<file path="config.mk">
export PLATFORM = sky130hd
export DESIGN_NAME = krms_req_scheduler
export DESIGN_NICKNAME = d
export VERILOG_FILES = /design/src/rtl/krms_req_scheduler.sv
export SDC_FILE = /design/constraint.sdc
export NUM_CORES = 1
export LEC_CHECK = 0
export CAP_MARGIN = 25
export CORE_AREA = 2 2 163 165
export DETAILED_ROUTE_END_ITERATION = 8
export DIE_AREA = 0 0 165 167
export GPL_ROUTABILITY_DRIVEN = 0
export PLACE_DENSITY_LB_ADDON = 0.1
export SKIP_CTS_REPAIR_TIMING = 1
export SYNTH_ARGS = -nofsm -noshare
export SYNTH_HDL_FRONTEND = slang
export SYNTH_SLANG_ARGS = --single-unit
</file>
<file path="constraint.sdc">
create_clock -name clk -period 4.6 [get_ports clk]
set_input_delay 0.92 -clock clk [delete_from_list [all_inputs] [get_ports clk]]
set_output_delay 0.92 -clock clk [all_outputs]
set_load 0.03 [all_outputs]
</file>
<file path="src/rtl/krms_req_scheduler.sv">
// krms_req_scheduler: shares one krms recompute-scale engine between REQ_NUM
// requesters. Round-robin grant, then configure krms, pulse start, stream
// ceil(K/BUS_NUM) beats from the grantee, wait for the scale (with watchdog)
// and return it to the grantee as a one-cycle pulse.
module krms_req_scheduler #(
  parameter int REQ_NUM        = 4,
  parameter int BUS_NUM        = 8,
  parameter int IDATA_WIDTH    = 8,
  parameter int DATA_NUM_WIDTH = 10,
  parameter int SCALE_WIDTH    = 24,
  parameter int CS_WIDTH       = 3,
  parameter int TIMEOUT        = 1023
) (
  input  logic                                   clk,
  input  logic                                   rst_n,
  input  logic [DATA_NUM_WIDTH-1:0]              cfg_k,
  input  logic [REQ_NUM-1:0]                     req_vld,
  input  logic [REQ_NUM*CS_WIDTH-1:0]            req_cs,
  input  logic [REQ_NUM*BUS_NUM*IDATA_WIDTH-1:0] req_data,
  input  logic [REQ_NUM-1:0]                     req_data_vld,
  output logic [REQ_NUM-1:0]                     req_gnt,
  output logic [REQ_NUM-1:0]                     req_data_rdy,
  output logic [SCALE_WIDTH-1:0]                 resp_scale,
  output logic [REQ_NUM-1:0]                     resp_vld,
  output logic [REQ_NUM-1:0]                     resp_err,
  output logic [CS_WIDTH-1:0]                    krms_cs,
  output logic                                   krms_cs_update,
  output logic                                   krms_start,
  output logic [BUS_NUM*IDATA_WIDTH-1:0]         krms_data,
  output logic                                   krms_data_vld,
  input  logic [SCALE_WIDTH-1:0]                 krms_scale,
  input  logic                                   krms_scale_vld,
  output logic                                   busy
);

  localparam int IDXW = (REQ_NUM > 1) ? $clog2(REQ_NUM) : 1;
  localparam int DW   = BUS_NUM * IDATA_WIDTH;
  localparam int WDW  = $clog2(TIMEOUT + 1);
  localparam logic [IDXW:0]           REQ_SUM = (IDXW+1)'(REQ_NUM);
  localparam logic [IDXW-1:0]         REQ_LAST = IDXW'(REQ_NUM - 1);
  localparam logic [DATA_NUM_WIDTH:0] BUS_M1  = (DATA_NUM_WIDTH+1)'(BUS_NUM - 1);
  localparam logic [DATA_NUM_WIDTH:0] BUS_EXT = (DATA_NUM_WIDTH+1)'(BUS_NUM);
  localparam logic [WDW-1:0]          WD_LAST = WDW'(TIMEOUT - 1);

  typedef enum logic [2:0] {
    S_IDLE, S_CFG, S_START, S_STREAM, S_WAIT, S_RESP
  } state_t;

  state_t                    state, state_next;
  logic [IDXW-1:0]           rr_ptr;
  logic [IDXW-1:0]           gnt_idx;
  logic [CS_WIDTH-1:0]       cs_lat;
  logic [DATA_NUM_WIDTH-1:0] beats;
  logic [DATA_NUM_WIDTH-1:0] beat_cnt;
  logic [WDW-1:0]            wd_cnt;
  logic                      err_flag;
  logic [SCALE_WIDTH-1:0]    scale_lat;

  logic [IDXW-1:0]           rot_idx [REQ_NUM];
  logic [REQ_NUM-1:0]        rot_vld;
  logic [IDXW-1:0]           pick_idx;
  logic                      pick_any;
  logic [DATA_NUM_WIDTH:0]   k_ext;
  logic [DATA_NUM_WIDTH-1:0] beats_calc;
  logic                      beat_fire;
  logic                      last_beat;
  logic                      wd_expire;
  logic [REQ_NUM-1:0]        gnt_onehot;

  // Requester visited at offset gi from the round-robin pointer.
  for (genvar gi = 0; gi < REQ_NUM; gi++) begin : g_rot
    logic [IDXW:0] sum;
    assign sum         = {1'b0, rr_ptr} + (IDXW+1)'(gi);
    assign rot_idx[gi] = (sum >= REQ_SUM) ? IDXW'(sum - REQ_SUM) : sum[IDXW-1:0];
    assign rot_vld[gi] = req_vld[rot_idx[gi]];
  end

  // Pick the first requesting slot at or after rr_ptr (lowest offset wins).
  always_comb begin
    pick_any = |rot_vld;
    pick_idx = '0;
    for (int i = REQ_NUM - 1; i >= 0; i--) begin
      if (rot_vld[i]) pick_idx = rot_idx[i];
    end
  end

  assign k_ext      = {1'b0, cfg_k} + BUS_M1;
  assign beats_calc = DATA_NUM_WIDTH'(k_ext / BUS_EXT);
  assign beat_fire  = (state == S_STREAM) && req_data_vld[gnt_idx];
  assign last_beat  = beat_fire && (DATA_NUM_WIDTH'(beat_cnt + 1'b1) == beats);
  assign wd_expire  = (state == S_WAIT) && (wd_cnt == WD_LAST);
  assign gnt_onehot = REQ_NUM'(1) << gnt_idx;

  // State register.
  always_ff @(posedge clk or negedge rst_n) begin
    if (!rst_n) state <= S_IDLE;
    else        state <= state_next;
  end

  // Next-state decode; a zero K skips the krms run and reports an error.
  always_comb begin
    state_next = state;
    case (state)
      S_IDLE:   if (pick_any) state_next = S_CFG;
      S_CFG:    state_next = (beats == '0) ? S_RESP : S_START;
      S_START:  state_next = S_STREAM;
      S_STREAM: if (last_beat) state_next = S_WAIT;
      S_WAIT:   if (krms_scale_vld || wd_expire) state_next = S_RESP;
      S_RESP:   state_next = S_IDLE;
      default:  state_next = S_IDLE;
    endcase
  end

  // Transaction context: grantee, cs, beat/watchdog counters, result.
  always_ff @(posedge clk or negedge rst_n) begin
    if (!rst_n) begin
      rr_ptr    <= '0;
      gnt_idx   <= '0;
      cs_lat    <= '0;
      beats     <= '0;
      beat_cnt  <= '0;
      wd_cnt    <= '0;
      err_flag  <= 1'b0;
      scale_lat <= '0;
    end else begin
      case (state)
        S_IDLE: begin
          if (pick_any) begin
            gnt_idx  <= pick_idx;
            cs_lat   <= req_cs[pick_idx*CS_WIDTH +: CS_WIDTH];
            beats    <= beats_calc;
            beat_cnt <= '0;
            wd_cnt   <= '0;
            err_flag <= 1'b0;
          end
        end
        S_CFG: begin
          if (beats == '0) err_flag <= 1'b1;
        end
        S_STREAM: begin
          if (beat_fire) beat_cnt <= beat_cnt + 1'b1;
        end
        S_WAIT: begin
          wd_cnt <= wd_cnt + 1'b1;
          // A scale arriving in the expiry cycle still counts as success.
          if (krms_scale_vld) begin
            scale_lat <= krms_scale;
            err_flag  <= 1'b0;
          end else if (wd_expire) begin
            err_flag <= 1'b1;
          end
        end
        S_RESP: begin
          rr_ptr   <= (gnt_idx == REQ_LAST) ? '0 : gnt_idx + 1'b1;
          beat_cnt <= '0;
          wd_cnt   <= '0;
        end
        default: ;
      endcase
    end
  end

  // Outputs decoded from state and latched context; data path forwards live.
  always_comb begin
    busy           = (state != S_IDLE);
    req_gnt        = busy ? gnt_onehot : '0;
    req_data_rdy   = (state == S_STREAM) ? gnt_onehot : '0;
    krms_cs        = (state == S_CFG) ? cs_lat : '0;
    krms_cs_update = (state == S_CFG);
    krms_start     = (state == S_START);
    krms_data_vld  = beat_fire;
    krms_data      = beat_fire ? req_data[gnt_idx*DW +: DW] : '0;
    resp_vld       = (state == S_RESP && !err_flag) ? gnt_onehot : '0;
    resp_err       = (state == S_RESP && err_flag) ? gnt_onehot : '0;
    resp_scale     = (state == S_RESP && !err_flag) ? scale_lat : '0;
  end

endmodule

</file>
Word-level counts from Yosys, hierarchy flattened
Cells that the tools add are included.
{ "word_totals": {"out_inout_bits": 111, "ff_bits": 63, "in_bits": 313, "word_cells": 107} }
{ "op_classes": {"reduce_logical": 20, "eq_ne": 14, "n_shift": 3, "magnitude_cmp": 9, "multipliers": 1, "mux": 40, "addsub": 11} }
{ "op_table": {"columns": ["op", "n"], "rows": [
  ["variable part select 256 x 9 -> 64 bit", 1],
  ["2-to-1 mux 64 bit", 1],
  ["case mux 10 bit (3 select lines)", 2],
  ["2-to-1 mux 24 bit", 1],
  ["adder 10 x 1 -> 10 bit (second input constant)", 2],
  ["2-to-1 mux 10 bit", 2],
  ["2-to-1 mux 2 bit", 9],
  ["2-to-1 mux 4 bit", 4],
  ["less-than comparator 2 x 3 -> 1 bit (second input constant)", 5],
  ["2-to-1 mux 3 bit", 5],
  ["case mux 3 bit (5 select lines)", 1],
  ["nonzero test 3 bit", 4],
  ["variable part select 12 x 5 -> 3 bit", 1],
  ["adder 10 x 3 -> 11 bit (second input constant)", 1],
  ["binary-select mux 1 bit (select 2 bit)", 5],
  ["== test 10 bit (second input constant)", 1],
  ["== test 10 x 8 -> 1 bit", 1],
  ["zero test 10 bit", 1],
  [">= comparator 3 bit (second input constant)", 3],
  ["2-to-1 mux 1 bit", 9],
  ["subtractor 2 x 1 -> 2 bit (second input constant)", 4],
  ["adder 2 x 2 -> 3 bit (second input constant)", 2],
  ["== test 3 x 2 -> 1 bit (second input constant)", 2],
  ["== test 3 bit (second input constant)", 2],
  ["19 further kinds", 29]
]} }

Depth between registers and ports, before layout
{ "logic_depth": {"depth_word": 11, "mapped_depth": 8, "ltp_nobuf": 7} }

Worst setup path before layout
Ideal clock, no wire load.
{ "synth_path": {"kind": "input-to-output", "from": "input port req_data_vld[3]", "to": "output port krms_data[10]", "t_required_ns": 3.680, "stages": 4, "arrival_ns": 2.015, "path_slack_ns": 1.665, "n_path_buf": 2, "path_cell_list": "mux4_2 clkbuf_1 clkbuf_1 and3_1"} }
{ "synth_between": {"elab_chain_len": 4} }
{ "synth_lines": {"columns": ["element", "line_no", "source"], "rows": [
  ["from (decl)", "20", "input logic [REQ_NUM-1:0] req_data_vld,"],
  ["binary-select mux 1 bit (select 2 bit)", "89", "assign beat_fire = (state == S_STREAM) && req_data_vld[gnt_idx];"],
  ["2-to-1 mux 1 bit (implied by the code)", "89", null],
  ["logical AND 1 bit", "89", null],
  ["2-to-1 mux 64 bit", "172", "krms_data = beat_fire ? req_data[gnt_idx*DW +: DW] : '0;"],
  ["to (decl)", "29", "output logic [BUS_NUM*IDATA_WIDTH-1:0] krms_data,"]
]} }
No other way between the ends. The select of a mux whose other input is x is not followed.

Worst setup path in the final report
{ "layout_path": {"from": "input port req_data_vld[1]", "to": "output port krms_data_vld"} }
{ "layout_between": {"elab_chain_len": 3} }
{ "layout_lines": {"columns": ["element", "line_no", "source"], "rows": [
  ["binary-select mux 1 bit (select 2 bit)", "89", null],
  ["2-to-1 mux 1 bit (implied by the code)", "89", null],
  ["logical AND 1 bit", "89", null],
  ["to (decl)", "30", "output logic krms_data_vld,"]
]} }
No other way between the ends. The select of a mux whose other input is x is not followed.

==> impl_metrics.sql <==
INSERT INTO impl_metrics (metric_group, metric, value, unit) VALUES
('sta', 'finalCritPeriodShare', '83.4', '%'),
('critical_path', 'regToRegSetupSlack', '2110', 'ps'),
('critical_path', 'worst-path-max-fanout', '66', ''),
('synthesis', 'yosys.area.top_type', 'dfrtp_1', ''),
('final_layout', 'end_of_flow_core_utilization', '40.7', '%'),
('critical_path', 'crit_path_top_delay_cell', 'clkdlybuf4s50_1', ''),
('floorplan', 'die_y', '167', 'µm'),
('placement', 'place_worst_setup_slack', '771', 'ps'),
('detailed_routing', 'detail_route.first_pass.iterations', '4', ''),
('critical_path', 'critPathTopFamily', 'buffers and inverters', ''),
('sta', 'relSlewSlack', '42.4', '%'),
('floorplan', 'die_w', '165', 'µm'),
('global_routing', 'largest_net_degree_at_the_start_of_global_routing', '69', ''),
('synthesis', 'async_flop_share', '100', '%'),
('min_path', 'instance_count_along_the_most_critical_hold_path', '2', ''),
('global_routing', 'total_track_usage', '19.7', '%'),
('critical_path', 'timing.critical_path.buf_inv', '4', ''),
('sta', 'clock_period_minus_worst_slack', '3840', 'ps'),
('sta', 'tightest_slew', '864', 'ps'),
('clocking', 'tritoncts.num_buffers', '9', ''),
('final_layout', 'final-instance-count-excl-fill', '1282', ''),
('min_path', 'timing.hold.worst.class', 'reg -> reg', ''),
('clocking', 'clock_sink_count', '63', ''),
('detailed_routing', 'number_of_drc_markers_after_the_initial_detailed_route_iteration', '301', ''),
('global_routing', 'globalRoute.totalOverflow', '0', ''),
('synthesis', 'yosys_most_used_dff', 'dfrtp_1', ''),
('run_status', 'run_status', 'complete, no violations', ''),
('clocking', 'cts.reportedPaths.clkPinSlew', '50', 'ps'),
('final_layout', 'post-route-cell-area', '0.0105', 'mm²'),
('clocking', 'clk-insertion-delay-late', '330', 'ps'),
('synthesis', 'post_synth_num_cell_types', '63', ''),
('synthesis', 'netlist_instances', '546', ''),
('critical_path', 'cp_cell_sequence', 'clkdlybuf4s50_1, mux4_2, buf_12, nand2_1, inv_2, clkdlybuf4s50_1', ''),
('critical_path', 'critical_path_arrival', '2920', 'ps'),
('critical_path', 'critical_path_start_end_classification', 'in -> out', ''),
('synthesis', 'synth.cell_area', '0.00568', 'mm²'),
('run', 'max_cap_violations', '0', ''),
('synthesis', 'synth-warning-count', '0', ''),
('sta', 'fin_worst_hold_slack', '491', 'ps'),
('critical_path', 'critical_path.max_stage_delay', '710', 'ps'),
('synthesis', 'synth.area.top_cells', 'dfrtp_1 (28%), mux4_2 (26%), and3_1 (8.6%), mux2_2 (5.0%), and2_1 (4.5%)', ''),
('sta', 'final.setup.tns', '0', 'ps'),
('global_routing', 'grt_pass1_wl', '40500', 'µm'),
('min_path', 'worstHoldEndpoint', 'cs_lat[2]', ''),
('detailed_routing', 'route.final.wire_length', '28300', 'µm'),
('pwr', 'total_leakage_power', '4.13', 'nW'),
('synthesis', 'synth-edff-count', '0', ''),
('synthesis', 'yosys.area.top_type_share', '27.7', '%'),
('floorplan', 'core', '0.0258', 'mm²'),
('critical_path', 'crit_path_end_kind', 'output port', ''),
('pwr', 'power.ir.vdd_worst', '0.000237', 'V'),
('final_layout', 'layout.filler_cells', '2533', ''),
('floorplan', 'placement_rows', '59', ''),
('synthesis', 'yosysSeqAreaShare', '27.7', '%'),
('final_layout', 'finalNetCount', '1259', ''),
('detailed_routing', 'antenna_violating_nets_post_route', '0', ''),
('floorplan', 'io-pin-count', '424', ''),
('placement', 'port-buffer-count', '423', ''),
('min_path', 'min-delay-start', 'cs_lat[2]', ''),
('clocking', 'cts_tree', 'done', ''),
('detailed_routing', 'routed-via-count', '6229', ''),
('clocking', 'ctsRootBufferMaster', 'clkbuf_16', ''),
('synthesis', 'syn-num-nets', '866', ''),
('detailed_routing', 'viasPerCell', '4.86', ''),
('synthesis', 'flops_latches_synth', '63', ''),
('critical_path', 'timing.rr.start', 'gnt_idx[0]', ''),
('floorplan', 'initial_utilization', '22.1', '%'),
('detailed_routing', 'drc', '0', ''),
('final_layout', 'layout-drive-gt1-share', '13.8', '%'),
('clocking', 'max-clock-path-buffers', '2', ''),
('critical_path', 'cp_most_frequent_cell', 'clkdlybuf4s50_1', '');
## synth_stat cells, types with 2 or more instances
master	count
nor2b_1	3
buf_6	2
mux4_2	65
clkbuf_1	24
ha_1	7
buf_4	2
and2_1	41
nor3b_1	2
or3_1	4
a21oi_1	9
nand4_1	2
nand3b_1	2
nor2_1	16
a31oi_1	5
o21ai_1	3
dfrtp_1	63
or2_2	2
nand2_1	39
or4_4	2
o21bai_1	3
o41ai_1	2
nand3_1	11
inv_1	9
o21ai_0	26
a211oi_1	7
and3_1	78
o31ai_1	9
xnor2_1	11
o21a_1	2
nand2b_1	2
buf_2	20
nor3_1	8
xor2_1	6
nor4_1	6
mux2_2	25
## worst min-delay path: stages (launching register included)
cell	delay [ps]
dfrtp_1	340
nand2_1	50
o31ai_1	60
## sequential cells by signal (all words and copies together) (netlist names)
signal and cells:
beats 8, gnt_idx 2, wd_cnt 10, state 3
rr_ptr 2, cs_lat 3, scale_lat 24, err_flag 1
beat_cnt 10
## power breakdown
group	internal (mW)	total, mW	switching [mW]	leakage (nW)
Combinational	0.816	1.64	0.826	3.20
Clock	0.362	0.621	0.260	0.124
Sequential	0.624	0.724	0.100	0.805
## kinds of logic after synthesis
| group | count (synthesis) | share of synthesized area (%) |
|---|---|---|
| simple gates | 226 | 22.6 |
| mux | 91 | 30.9 |
| compound gates | 81 | 9.36 |
| flops | 63 | 27.7 |
| buf+inv | 60 | 4.98 |
| xor+xnor | 18 | 2.91 |
| fa+ha+maj | 7 | 1.54 |
## worst max path at each step
stage                    start       endpoint  slack, ps  cells past startpoint
2_1_floorplan  req_data_vld[3]  krms_data[10]       1660                      4
3_3_place_gp   req_data_vld[1]  krms_data_vld        760                      6
3_5_place_dp   req_data_vld[1]  krms_data_vld        770                      6
4_1_cts             gnt_idx[0]  krms_data[62]        710                      4
5_1_grt               state[2]  resp_scale[1]        570                      6
6_report       req_data_vld[1]  krms_data_vld        760                      6
## cells in the final DEF (no fill, tap or decap), types with 4 or more instances in the layout
cell             instances
nor3_1                   8
nand2_1                 39
a31oi_1                  5
buf_12                   4
and2_1                  41
or3_1                    4
o31ai_1                  9
nor4_1                   6
mux4_2                  65
nand3_1                 11
dfrtp_1                 61
mux2_2                  25
a211oi_1                 7
clkdlybuf4s50_1        422
inv_1                    9
and3_1                  78
clkbuf_16                9
xor2_1                   6
ha_1                     7
a21oi_1                  9
buf_4                    5
xnor2_1                 11
o21ai_0                 26
nor2_1                  16
## final cells by class
type / count / area (µm²) / area share (%)
inverters: 10 / 37.5 / 0.358
repair buffers: 432 / 4350 / 41.5
diodes: 3 / 7.51 / 0.0716
clock inverters: 6 / 37.5 / 0.358
clock buffers: 10 / 229 / 2.18
flip-flops and latches: 63 / 1580 / 15.1
well taps: 335 / 419 / 4.00
multi-input cells: 423 / 3820 / 36.5
## layer usage
metal | routed length, µm | vias up | part of all wire [%] | track usage (%)
li1 | - | 2861 | - | -
met1 | 11500 | 3053 | 41 | 24.9
met2 | 13900 | 272 | 49 | 33.8
met3 | 2480 | 33 | 8.8 | 5.73
met4 | 308 | 10 | 1.1 | 2.72
met5 | 66 | - | 0.23 | 0
Note: power is estimated with default switching activity, not from simulation.
